### src/rtl/scan_sequencer.sv
// -----------------------------------------------------------------------------
// scan_sequencer
//   Top-level controller for the board-evaluation scanners. On an accepted
//   start it walks the latched enable mask from index 0 upward, launches each
//   enabled scanner with a one-cycle pulse and grants that scanner the shared
//   board-read / weight-write port while it runs. A per-scanner watchdog
//   abandons a scanner that does not report done within TIMEOUT cycles.
//   allDone pulses once when the whole pass is over.
//
// Ports:
//   clk, reset          system clock, synchronous active-high reset
//   start, scanMask     pass request (sampled in IDLE) and per-scanner enable
//   enaScanOut          one-cycle launch pulse per scanner
//   doneScanIn          per-scanner done flags
//   enaReadIn/WriteIn   per-scanner read / write requests
//   xIn, yIn, weightIn  packed per-scanner coordinates and write data
//   memX/memY/memRead/memWrite/memWeight   shared port (granted scanner only)
//   activeIdx           index of the current or last scanner
//   busy, allDone       pass in progress / end-of-pass pulse
//   timeoutErr          sticky per-pass watchdog error
// -----------------------------------------------------------------------------
module scan_sequencer #(
   parameter int N_SCAN   = 4,
   parameter int ADDR_W   = 5,
   parameter int WEIGHT_W = 4,
   parameter int TIMEOUT  = 4095,
   parameter int TMR_W    = 12,
   localparam int IDX_W   = (N_SCAN > 1) ? $clog2(N_SCAN) : 1
) (
   input  logic                         clk,
   input  logic                         reset,
   input  logic                         start,
   input  logic [N_SCAN-1:0]            scanMask,
   output logic [N_SCAN-1:0]            enaScanOut,
   input  logic [N_SCAN-1:0]            doneScanIn,
   input  logic [N_SCAN-1:0]            enaReadIn,
   input  logic [N_SCAN-1:0]            enaWriteIn,
   input  logic [N_SCAN*ADDR_W-1:0]     xIn,
   input  logic [N_SCAN*ADDR_W-1:0]     yIn,
   input  logic [N_SCAN*WEIGHT_W-1:0]   weightIn,
   output logic [ADDR_W-1:0]            memX,
   output logic [ADDR_W-1:0]            memY,
   output logic                         memRead,
   output logic                         memWrite,
   output logic [WEIGHT_W-1:0]          memWeight,
   output logic [IDX_W-1:0]             activeIdx,
   output logic                         busy,
   output logic                         allDone,
   output logic                         timeoutErr
);

   typedef enum logic [2:0] {
      ST_IDLE   = 3'd0,
      ST_SELECT = 3'd1,
      ST_LAUNCH = 3'd2,
      ST_WAIT   = 3'd3,
      ST_FINISH = 3'd4
   } state_e;

   localparam logic [IDX_W-1:0] LAST_IDX  = IDX_W'(N_SCAN - 1);
   localparam logic [TMR_W-1:0] TMR_LIMIT = TMR_W'(TIMEOUT);

   state_e              state_q, state_d;
   logic [IDX_W-1:0]    idx_q, idx_d;
   logic [TMR_W-1:0]    timer_q, timer_d;
   logic [N_SCAN-1:0]   mask_q, mask_d;
   logic                terr_q, terr_d;
   logic [N_SCAN-1:0]   ena_q, ena_d;
   logic                busy_q, busy_d;
   logic                all_done_q, all_done_d;

   // State register and registered status outputs
   always_ff @(posedge clk) begin
      if (reset) begin
         state_q    <= ST_IDLE;
         idx_q      <= '0;
         timer_q    <= '0;
         mask_q     <= '0;
         terr_q     <= 1'b0;
         ena_q      <= '0;
         busy_q     <= 1'b0;
         all_done_q <= 1'b0;
      end else begin
         state_q    <= state_d;
         idx_q      <= idx_d;
         timer_q    <= timer_d;
         mask_q     <= mask_d;
         terr_q     <= terr_d;
         ena_q      <= ena_d;
         busy_q     <= busy_d;
         all_done_q <= all_done_d;
      end
   end

   // Next-state, scanner index, watchdog and sticky-error logic
   always_comb begin
      state_d = state_q;
      idx_d   = idx_q;
      timer_d = timer_q;
      mask_d  = mask_q;
      terr_d  = terr_q;
      case (state_q)
         ST_IDLE: begin
            if (start) begin
               mask_d  = scanMask;
               terr_d  = 1'b0;
               idx_d   = '0;
               state_d = ST_SELECT;
            end else begin
               state_d = ST_IDLE;
            end
         end
         ST_SELECT: begin
            // A disabled scanner is skipped at the cost of one cycle.
            if (mask_q[idx_q]) begin
               state_d = ST_LAUNCH;
            end else if (idx_q == LAST_IDX) begin
               state_d = ST_FINISH;
            end else begin
               idx_d   = idx_q + IDX_W'(1);
               state_d = ST_SELECT;
            end
         end
         ST_LAUNCH: begin
            timer_d = '0;
            state_d = ST_WAIT;
         end
         ST_WAIT: begin
            timer_d = timer_q + TMR_W'(1);
            // On the first WAIT cycle the done flag may still be the one the
            // scanner left high at the end of the previous pass, so it is not
            // trusted until one cycle after the launch.
            if (((timer_q != '0) && doneScanIn[idx_q]) || (timer_q == TMR_LIMIT)) begin
               if ((timer_q == '0) || !doneScanIn[idx_q]) begin
                  terr_d = 1'b1;
               end else begin
                  terr_d = terr_q;
               end
               if (idx_q == LAST_IDX) begin
                  state_d = ST_FINISH;
               end else begin
                  idx_d   = idx_q + IDX_W'(1);
                  state_d = ST_SELECT;
               end
            end else begin
               state_d = ST_WAIT;
            end
         end
         ST_FINISH: begin
            state_d = ST_IDLE;
         end
         default: begin
            state_d = ST_IDLE;
         end
      endcase
   end

   // Output decode: registered launch/status flags and the zero-latency grant mux
   always_comb begin
      ena_d      = '0;
      busy_d     = (state_d != ST_IDLE);
      all_done_d = (state_d == ST_FINISH);
      memX       = '0;
      memY       = '0;
      memWeight  = '0;
      memRead    = 1'b0;
      memWrite   = 1'b0;
      for (int i = 0; i < N_SCAN; i++) begin
         ena_d[i] = (state_d == ST_LAUNCH) && (idx_d == IDX_W'(i));
      end
      // AND-OR mux: only the scanner granted in WAIT reaches the shared port.
      for (int i = 0; i < N_SCAN; i++) begin
         memX      = memX      | ({ADDR_W{(state_q == ST_WAIT) && (idx_q == IDX_W'(i))}}
                                  & xIn[i*ADDR_W +: ADDR_W]);
         memY      = memY      | ({ADDR_W{(state_q == ST_WAIT) && (idx_q == IDX_W'(i))}}
                                  & yIn[i*ADDR_W +: ADDR_W]);
         memWeight = memWeight | ({WEIGHT_W{(state_q == ST_WAIT) && (idx_q == IDX_W'(i))}}
                                  & weightIn[i*WEIGHT_W +: WEIGHT_W]);
         memRead   = memRead   | ((state_q == ST_WAIT) && (idx_q == IDX_W'(i)) && enaReadIn[i]);
         memWrite  = memWrite  | ((state_q == ST_WAIT) && (idx_q == IDX_W'(i)) && enaWriteIn[i]);
      end
   end

   assign enaScanOut = ena_q;
   assign busy       = busy_q;
   assign allDone    = all_done_q;
   assign activeIdx  = idx_q;
   assign timeoutErr = terr_q;

endmodule
### config.mk
export PLATFORM = sky130hd
export DESIGN_NAME = scan_sequencer
export DESIGN_NICKNAME = d
export VERILOG_FILES = /design/src/rtl/scan_sequencer.sv
export SDC_FILE = /design/constraint.sdc
export NUM_CORES = 1
export LEC_CHECK = 0
export ABC_CLOCK_PERIOD_IN_PS = 2300
export BUFFER_PORTS_ARGS = -buffer_cell sky130_fd_sc_hd__buf_2
export CAP_MARGIN = 10
export CORE_MARGIN = 8
export CORE_UTILIZATION = 35
export CTS_CLUSTER_SIZE = 25
export DETAILED_ROUTE_END_ITERATION = 8
export PLACE_DENSITY = 0.67
export SLEW_MARGIN = 20
export SYNTH_ARGS = -nofsm -noshare
export SYNTH_HDL_FRONTEND = slang
export SYNTH_SLANG_ARGS = --single-unit
export TNS_END_PERCENT = 1
### constraint.sdc
create_clock -name clk -period 2.3 [get_ports clk]
set_clock_uncertainty 0.1 [all_clocks]
set_input_delay 0.345 -clock clk [delete_from_list [all_inputs] [get_ports clk]]
set_output_delay 0.345 -clock clk [all_outputs]
set_load 0.05 [all_outputs]
==> impl_metrics.toml, run 1 <==
[run_status]
status = "finished, final reports clean"

[detailed_routing]
drcViolationCount = 0
ant_nets = 0
vias_per_cell = 5.30
wirelength_um = 6420
vias = 2029
drt_iter0_markers = 93
wl_per_cell_um = 16.8
dr.pass1.iters = 4

[setup_path]
rrSetupSlack_ps = 80
crit_fanout = 7
crit_path_top_delay_cell = "mux4_2"
cpPeakStageDelay_ps = 490
crit_required_ps = 1860
r2r-start = "timer_q[7]"
arrival_ps = 1790
path_cells = "clkbuf_16 > mux4_2 > and3_2 > buf_2"
end_kind = "output port"
timing.rr.end = "enaScanOut[2]"
path_class = "reg2out"
critPathLaunch = "activeIdx[0]"
worstSetupStartpointType = "flip-flop"
reg2regPathDepth = 5
crit_end = "memWeight[0]"

[sta]
fin_setup_tns_ps = 0
worstMarginPinSlew_ps = 581
fin_ws_ps = 61.6
min_period_over_period = 0.973
finalHoldViolCount = 0
rsz0062_at_grt = "false"
max-slew-margin-rel = 0.603
fin_crit_ps = 2240
final_max_slew_viol_count = 0
setup_viol = 0
max_freq_mhz = 447

[global_route]
grt_first_pass_wirelength_um = 10400
antenna_found_initial = 0
grt_max_degree = 28
grt_usage = 0.150
grt_pass1_vias = 2047
grt.overflow.total = 0

[clock_tree]
cts.htree.levels = 1
cts_max_path_buffers = 2
clk_latency_ps = 270
tritoncts.num_buffers = 3
cts_root_buf = "clkbuf_8"
cts_tree = "yes"
path_clk_slew_ps = 100
clkSinkCount = 28

[flow_run]
drv_cap = 0

[synth]
syn_avg_cell_area_um2 = 9.26
synthXorXnorAreaFrac = 0
syn-num-nets = 286
yosysWarnings = 0
synth.distinct_cells = 45
synthAdderAreaFrac = 0.0129
synth_simple_gate_area_frac = 0.275
synth.area.mux_share = 0.243
synth_top_family_by_area = "simple AND/OR/NAND/NOR gates"
ys_ff_latch = 28
ys_seq_area_frac = 0.290
synth_cells = 209
synthesis.area_mm2 = 0.00193
synth_compound_area_frac = 0.137

[floorplanning]
core-area_mm2 = 0.00544
die_w_um = 90.3
start_util = 0.356
pin_count = 100
rows = 27
die_y_um = 90.3
die_area_mm2 = 0.00816

[final_layout]
nets = 389
multi_input_area_mm2 = 0.00131
antenna_cells = 0
fillers = 516
areaGrowthSynthToFinish_pct = 39.8
final_layout_size_suffix_gt1_frac = 0.521
post-route-cell-area_mm2 = 0.00271
regArea_um2 = 578

[placed_design]
dp_slack_ps = 10.7
dpl_cell_area_mm2 = 0.00259
portBuffers = 99
gp_congestion = 0.968
hpwl_um = 4910

[power_and_ir_drop]
p_per_area_mw_per_mm2 = 509
power.leakage_nw = 1.20
power_mw = 1.38
ir_worst_vdd_mv = 0.284

[min_path]
hold_class = "in2reg"
[cell usage after synthesis, drive strengths merged]
master	number	share of area
or4	3	0.014
nor2b	4	0.013
a311o	2	0.016
a31oi	1	0.0032
a311oi	2	0.0091
nor3	9	0.026
a41oi	1	0.0045
and4	1	0.0045
nand4	2	0.0065
nor3b	1	0.0039
nand2	14	0.027
or3	3	0.0097
mux4	18	0.21
buf	4	0.0091
mux2	1	0.0078
ha	2	0.013
nand3	9	0.026
or4b	1	0.0052
inv	6	0.012
o21ba	1	0.0052
a211oi	1	0.0039
o41a	1	0.0058
a21oi	13	0.034
nand3b	2	0.0078
clkbuf	11	0.021
or2	1	0.0032
nor4b	1	0.0078
a2111oi	1	0.0045
dfxtp	28	0.29
a21o	3	0.012
mux2i	5	0.026
o21ai	5	0.013
a22oi	1	0.0039
nor2	24	0.047
a211o	1	0.0045
o31ai	3	0.019
nand2b	5	0.016
and2	1	0.0032
and3	17	0.055
[cells in the final DEF, fill, tap and decap left out, types with 3 or more instances in the layout]
| master | n |
|---|---|
| clkbuf_8 | 4 |
| dfxtp_1 | 20 |
| buf_2 | 99 |
| dfxtp_4 | 3 |
| nand2b_1 | 5 |
| nor3_1 | 8 |
| or3_1 | 3 |
| inv_1 | 6 |
| a21o_1 | 3 |
| mux2i_1 | 5 |
| and3_1 | 8 |
| nor2b_1 | 4 |
| nand2_1 | 14 |
| a21oi_1 | 13 |
| nand3_1 | 8 |
| buf_4 | 10 |
| mux4_2 | 18 |
| and3_2 | 9 |
| nor2_1 | 24 |
| dfxtp_2 | 5 |
| o21ai_0 | 5 |
[where the power goes]
group	leakage [nW]	internal, mW	total [mW]	switching, mW
Combinational	0.944	0.268	0.533	0.265
Clock	0.0288	0.153	0.305	0.152
Sequential	0.232	0.507	0.538	0.0307
[stage by stage]
stage	instances	hold slack (ps)	utilization
floorplan	209	326	-
global placement	378	384	0.476
global route	383	233	0.497
detailed placement	378	393	0.476
finish	383	215	0.497
CTS	381	212	0.485
[registers in the layout, indices dropped and copies added, names as in the netlist]
name and cells:
mask_q 4, activeIdx 2, allDone 1, timer_q 12, timeoutErr 1, state_q 3
busy 1, enaScanOut 4
[logic make-up after synthesis]
logic type / after synthesis
mux: 24
fa+ha+maj: 2
buf+inv: 21
flops: 28
compound gates: 36
simple gates: 98
[layer usage]
layer,track usage,share of wire,vias to the layer above
met3,0.0374,0.052,2
li1,-,-,994
met2,0.268,0.53,60
met1,0.181,0.41,973
met4,0.0208,0.0030,0
met5,0,0,-
[what timing repair did]
item,in CTS,in global routing
buffers inserted,0,0
pin swaps,1,3
endpoints found under the setup margin,7,19
hold buffers,0,0
gates cloned,0,2
resized for setup,1,9
[worst min-delay path by stage]
stage | from | endpoint | depth (start not counted)
after floorplan | reset | state_q[0] | 1
after global placement | mask_q[3] | mask_q[3] | 2
after global routing | scanMask[3] | mask_q[3] | 3
after detailed placement | mask_q[3] | mask_q[3] | 2
final | scanMask[3] | mask_q[3] | 3
after CTS | scanMask[3] | mask_q[3] | 3
[critical path: cells and delay by family (launching register included)]
kind / cells / cell delay [ps]
buf+inv: 2 / 390
simple gates: 1 / 210
flops: 1 / 430
mux: 1 / 490
[final cells by class]
class	instances	share of cell area
Clock buffer	4	0.0204
Inverter	6	0.00833
Multi-Input combinational cell	160	0.483
Sequential cell	28	0.214
Tap cell	72	0.0333
Timing Repair Buffer	113	0.241
Power figures use the tool's default switching activity.
==> run 2, diff against run 1 <==
--- a/config.mk
+++ b/config.mk
@@ -5,14 +5,14 @@
 export SDC_FILE = /design/constraint.sdc
 export NUM_CORES = 1
 export LEC_CHECK = 0
-export ABC_CLOCK_PERIOD_IN_PS = 2300
+export ABC_AREA = 1
+export ABC_CLOCK_PERIOD_IN_PS = 2700
 export BUFFER_PORTS_ARGS = -buffer_cell sky130_fd_sc_hd__buf_2
 export CAP_MARGIN = 10
 export CORE_MARGIN = 8
 export CORE_UTILIZATION = 35
 export CTS_CLUSTER_SIZE = 25
 export DETAILED_ROUTE_END_ITERATION = 8
-export PLACE_DENSITY = 0.67
 export SLEW_MARGIN = 20
 export SYNTH_ARGS = -nofsm -noshare
 export SYNTH_HDL_FRONTEND = slang
==> constraint.sdc (replaced) <==
create_clock -name clk -period 2.7 [get_ports clk]
set_clock_uncertainty 0.1 [all_clocks]
set_input_delay 0.405 -clock clk [delete_from_list [all_inputs] [get_ports clk]]
set_output_delay 0.405 -clock clk [all_outputs]
set_load 0.05 [all_outputs]
==> run 2 against run 1 <==
Compared with the run above:
- sequential power shrank 18%
- global-route usage up 0.27 points
- setup slack better by 150 ps
- combinational power decreased by 61%
==> impl_metrics.toml, run 2 <==
[power_and_ir_drop]
power.leakage_nw = 1.23
power_uw = 876
ir_worst_vdd_mv = 0.362
p_per_area_mw_per_mm2 = 352

[synth]
synth_compound_area_frac = 0.113
synth_common_cells = "nand2_1 (127), dfxtp_1 (28), inv_1 (26)"
synthXorXnorAreaFrac = 0
syn_avg_cell_area_um2 = 6.17
syn-num-nets = 382
synth_cells = 305
ys_seq_area_frac = 0.298
yosysWarnings = 0
netlist_top_cells_area = "dfxtp_1 (30%), nand2_1 (25%), nand4_1 (6.3%)"
async_flop_share = 0
netlist.area_leader.share = 0.298
synth_flop_cell = "dfxtp_1"
yosysMostFrequentCell = "nand2_1"
synth_edf_count = 0
ys_ff_latch = 28
synth_simple_gate_area_frac = 0.484
synthAdderAreaFrac = 0.0133
synthesis.area_mm2 = 0.00188
synth.area.mux_share = 0
synth_largest_area_cell = "dfxtp_1"
synth.distinct_cells = 30
synth_top_family_by_area = "simple AND/OR/NAND/NOR gates"

[run_status]
status = "finished, final reports clean"

[sta]
fin_setup_tns_ps = 0
rsz0062_at_grt = "false"
setup_viol = 0
min_period_over_period = 0.920
max-slew-margin-rel = 0.677
hold_slack_ps = 292
final_max_slew_viol_count = 0
finalHoldViolCount = 0
max_freq_mhz = 403
fin_crit_ps = 2480
worstMarginPinSlew_ps = 483

[setup_path]
crit_path_top_delay_cell = "dfxtp_1"
critPathTopFamily = "simple AND/OR/NAND/NOR gates"
timing.rr.end = "enaScanOut[1]"
end_kind = "output port"
reg2regPathDepth = 12
crit_cells = 9
worstSetupStartpointType = "flip-flop"
r2r-start = "activeIdx[0]"
crit_fanout = 16
rrSetupSlack_ps = 800
crit_buf_inv = 4
path_cells = "inv_1 > nor2_2 > inv_2 > nor2_8 > inv_4 > nor2_4 > nand2_1 > nand4_1 > buf_2"
arrival_ps = 1980
cpPeakStageDelay_ps = 350
path_class = "reg2out"
crit_required_ps = 2190

[clock_tree]
tritoncts.num_buffers = 3
cts_tree = "yes"
cts.htree.levels = 1
path_clk_slew_ps = 90
cts_root_buf = "clkbuf_8"
clkSinkCount = 28
clk_latency_ps = 270
cts_max_path_buffers = 2
cts_hold_buf = 0

[global_route]
grt_usage = 0.153
grt.overflow.total = 0
antenna_found_initial = 0
grt_pass1_vias = 2106
grt_max_degree = 17
grt_first_pass_wirelength_um = 9830

[floorplanning]
core-area_mm2 = 0.00514
pin_count = 100
die_area_mm2 = 0.00797
rows = 26
die_y_um = 89.3
die_w_um = 89.3
start_util = 0.366

[min_path]
hold_end = "mask_q[0]"
holdPathStages = 3
min_from = "scanMask[0]"
hold_class = "in2reg"

[placed_design]
portBuffers = 99
gp_congestion = 0.825
hpwl_um = 5140
dp.cells = 467

[detailed_routing]
wirelength_um = 6370
drt_iter0_markers = 119
vias = 2224
wl_per_cell_um = 13.5
ant_nets = 0
dr.pass1.iters = 4
drcViolationCount = 0
vias_per_cell = 4.71

[final_layout]
final_cells = 472
final_common_cell = "nand2_1"
final_cell_mix = "nand2_1 (127), buf_2 (99), dfxtp_1 (28), inv_1 (25), a21oi_1 (20)"
antenna_cells = 0
areaGrowthSynthToFinish_pct = 32.5
final_util = 0.485
largest_reg_flops = 12
multi_input_area_mm2 = 0.00115
nets = 481
fillers = 575
regArea_um2 = 561
top_register = "timer_q"
final_layout_size_suffix_gt1_frac = 0.333

[flow_run]
drv_cap = 0
[run 2: cell type report]
cell class                      count  area share
Clock buffer                        3      0.0166
Timing Repair Buffer              103       0.216
Tap cell                           70      0.0352
Sequential cell                    28       0.225
Inverter                           29      0.0462
Multi-Input combinational cell    239       0.461
[run 2: metrics by stage]
step	area [um^2]	setup slack, ps
after floorplan	1880	311
after global placement	2420	491
after detailed placement	2420	438
after CTS	2460	129
after global routing	2490	14.6
final	2490	216
[run 2: kinds of logic (layout without fill, tap and decap cells)]
| group | Yosys count | count (layout) |
|---|---|---|
| AND/OR/NAND/NOR | 198 | 198 |
| AO/OA/AOI/OAI | 39 | 39 |
| buffers and inverters | 38 | 135 |
| flip-flops | 28 | 28 |
| adder cells (fa/ha/maj) | 2 | 2 |
[run 2: power by group]
part	leakage [nW]	switching (mW)	internal (mW)
logic	0.982	0.130	0.0768
clock network	0.0216	0.127	0.100
registers	0.227	0.0146	0.428
[run 2: worst max-delay path by stage]
stage	from	slack [ps]	to
after floorplan	activeIdx[1]	310	memWeight[1]
after global placement	state_q[1]	490	memWeight[0]
after detailed placement	state_q[1]	440	memWeight[0]
after CTS	state_q[1]	130	memWeight[0]
after global routing	state_q[1]	10	memWeight[0]
final	state_q[1]	220	memRead
[run 2: per-layer routing]
layer	up-vias	track usage	wire, um
met3	11	0.0349	743
met5	-	0	0
met1	948	0.185	2550
met4	0	0.0589	121
li1	1175	-	-
met2	90	0.256	2950
[run 2: worst register-to-register path, delay by kind of cell (launching register included)]
family	cells	cell delay [ps]
flip-flops	1	630
buffers and inverters	1	150
AND/OR/NAND/NOR	11	940
[run 2: what timing repair did]
| action | CTS | global route |
|---|---|---|
| endpoints found under the setup margin | 0 | 16 |
| buffers inserted | 0 | 2 |
| resized for setup | 0 | 1 |
==> run 3, diff against run 2 <==
--- a/config.mk
+++ b/config.mk
@@ -6,9 +6,10 @@
 export NUM_CORES = 1
 export LEC_CHECK = 0
 export ABC_AREA = 1
-export ABC_CLOCK_PERIOD_IN_PS = 2700
+export ABC_CLOCK_PERIOD_IN_PS = 3200
 export BUFFER_PORTS_ARGS = -buffer_cell sky130_fd_sc_hd__buf_2
 export CAP_MARGIN = 10
+export CORE_ASPECT_RATIO = 0.75
 export CORE_MARGIN = 8
 export CORE_UTILIZATION = 35
 export CTS_CLUSTER_SIZE = 25
==> constraint.sdc (replaced) <==
create_clock -name clk -period 3.2 [get_ports clk]
set_clock_uncertainty 0.1 [all_clocks]
set_input_delay 0.48 -clock clk [delete_from_list [all_inputs] [get_ports clk]]
set_output_delay 0.48 -clock clk [all_outputs]
set_load 0.05 [all_outputs]
==> run 3 against run 2 <==
Compared with the run above:
- largest power group unchanged
- sequential share of layout area increased by 0.091 points
- hold slack improved by 68 ps
- highest routed layer unchanged
- utilization shrank 1.4 points
- critical path type unchanged
- register-to-register slack better by 490 ps
- global-route usage down 0.39 points
- die area increased by 0.31%
- first-iteration DRC count is 7.6% lower
- largest cell class unchanged
- sequential power is 16% lower
- non-clock buffer count is 4 lower
- critical path depth unchanged
- combinational power fell by 17%
- setup slack gained 110 ps
==> impl_metrics.toml, run 3 (same netlist as run 2, synthesis figures left out) <==
[run_status]
status = "finished, final reports clean"

[final_layout]
top_register = "timer_q"
fillers = 564
antenna_cells = 0
final_util = 0.471
largest_reg_flops = 12
final_common_cell = "nand2_1"
regArea_um2 = 561
areaGrowthSynthToFinish_pct = 31.9
nets = 477
final_cell_mix = "nand2_1 (127), buf_2 (99), dfxtp_1 (28), inv_1 (26), a21oi_1 (20)"
multi_input_area_mm2 = 0.00115
final_layout_size_suffix_gt1_frac = 0.326

[setup_path]
cpPeakStageDelay_ps = 500
arrival_ps = 2300
crit_path_top_delay_cell = "nor3_4"
end_kind = "output port"
path_class = "reg2out"
crit_required_ps = 2620
crit_fanout = 16
path_cells = "inv_1 > nor2_2 > inv_2 > nor2_8 > inv_4 > nor3_4 > nand2_1 > nand4_1 > buf_2"
worstSetupStartpointType = "flip-flop"
rrSetupSlack_ps = 1290

[sta]
min_period_over_period = 0.899
final_max_slew_viol_count = 0
max-slew-margin-rel = 0.576
worstMarginPinSlew_ps = 634
finalHoldViolCount = 0
fin_setup_tns_ps = 0
hold_slack_ps = 359
rsz0062_at_grt = "false"
max_freq_mhz = 348
fin_crit_ps = 2880
setup_viol = 0

[global_route]
grt_first_pass_wirelength_um = 9940
grt.overflow.total = 0
grt_usage = 0.149
grt_pass1_vias = 2123
antenna_found_initial = 0
grt_max_degree = 17

[clock_tree]
tritoncts.num_buffers = 3
clkSinkCount = 28
cts_max_path_buffers = 2
clk_latency_ps = 280
cts_resized = 0
cts_root_buf = "clkbuf_8"
post-cts-setup-buffers = 0
cts.htree.levels = 1
cts_hold_buf = 0
cts_tree = "yes"
path_clk_slew_ps = 100

[placed_design]
hpwl_um = 4900
portBuffers = 99
gp_congestion = 0.830

[floorplanning]
start_util = 0.357
core-area_mm2 = 0.00527
rows = 23
die_y_um = 79.5
die_w_um = 101
die_area_mm2 = 0.00800
pin_count = 100

[min_path]
hold_class = "in2reg"

[power_and_ir_drop]
p_per_area_mw_per_mm2 = 336
ir_worst_vdd_mv = 0.245
power.leakage_nw = 1.23

[detailed_routing]
ant_nets = 0
vias = 2242
dr.pass1.iters = 4
drcViolationCount = 0
drt_iter0_markers = 110
vias_per_cell = 4.73
wl_per_cell_um = 13.1
wirelength_um = 6190

[flow_run]
drv_cap = 0
run 3: per-stage QoR:
step,cell area [um^2],setup WS [ps],power (mW),instances
floorplan,1880,736,0.487,305
global placement,2410,667,0.552,470
detailed placement,2410,617,0.552,470
CTS,2480,292,0.840,474
global route,2480,58.5,0.880,474
finish,2480,323,0.833,474
run 3: layer usage:
metal | up-vias | GRT usage | wire length [um]
li1 | 1173 | - | -
met1 | 987 | 0.187 | 2760
met2 | 77 | 0.251 | 2780
met3 | 5 | 0.0453 | 591
met4 | 0 | 0.0195 | 51
met5 | - | 0 | 0
run 3: power breakdown:
part,total (mW),switching (mW),internal [mW]
Clock,0.288,0.120,0.168
Combinational,0.171,0.107,0.0639
Sequential,0.373,0.0126,0.361
run 3: worst paths after layout:
kind                            cells past startpoint       endpoint    startpoint
worst min-delay path                                3      mask_q[1]   scanMask[1]
worst max register to register                     12  enaScanOut[1]  activeIdx[0]
worst max-delay path                                9   memWeight[0]    state_q[1]
worst min register to register                      2    timer_q[11]   timer_q[11]
run 3: final cells by class:
class / instances / share of cell area
flip-flops and latches: 28 / 0.226
clock inverters: 1 / 0.0121
inverters: 29 / 0.0449
multi-input cells: 239 / 0.463
clock buffers: 3 / 0.0166
well taps: 75 / 0.0378
repair buffers: 99 / 0.200
run 3: worst max-delay path, delay by kind of cell, from the launching register on:
kind / cells / cell delay [ps]
DFF: 1 / 340
buffers and inverters: 4 / 570
and+or+nand+nor: 5 / 1090
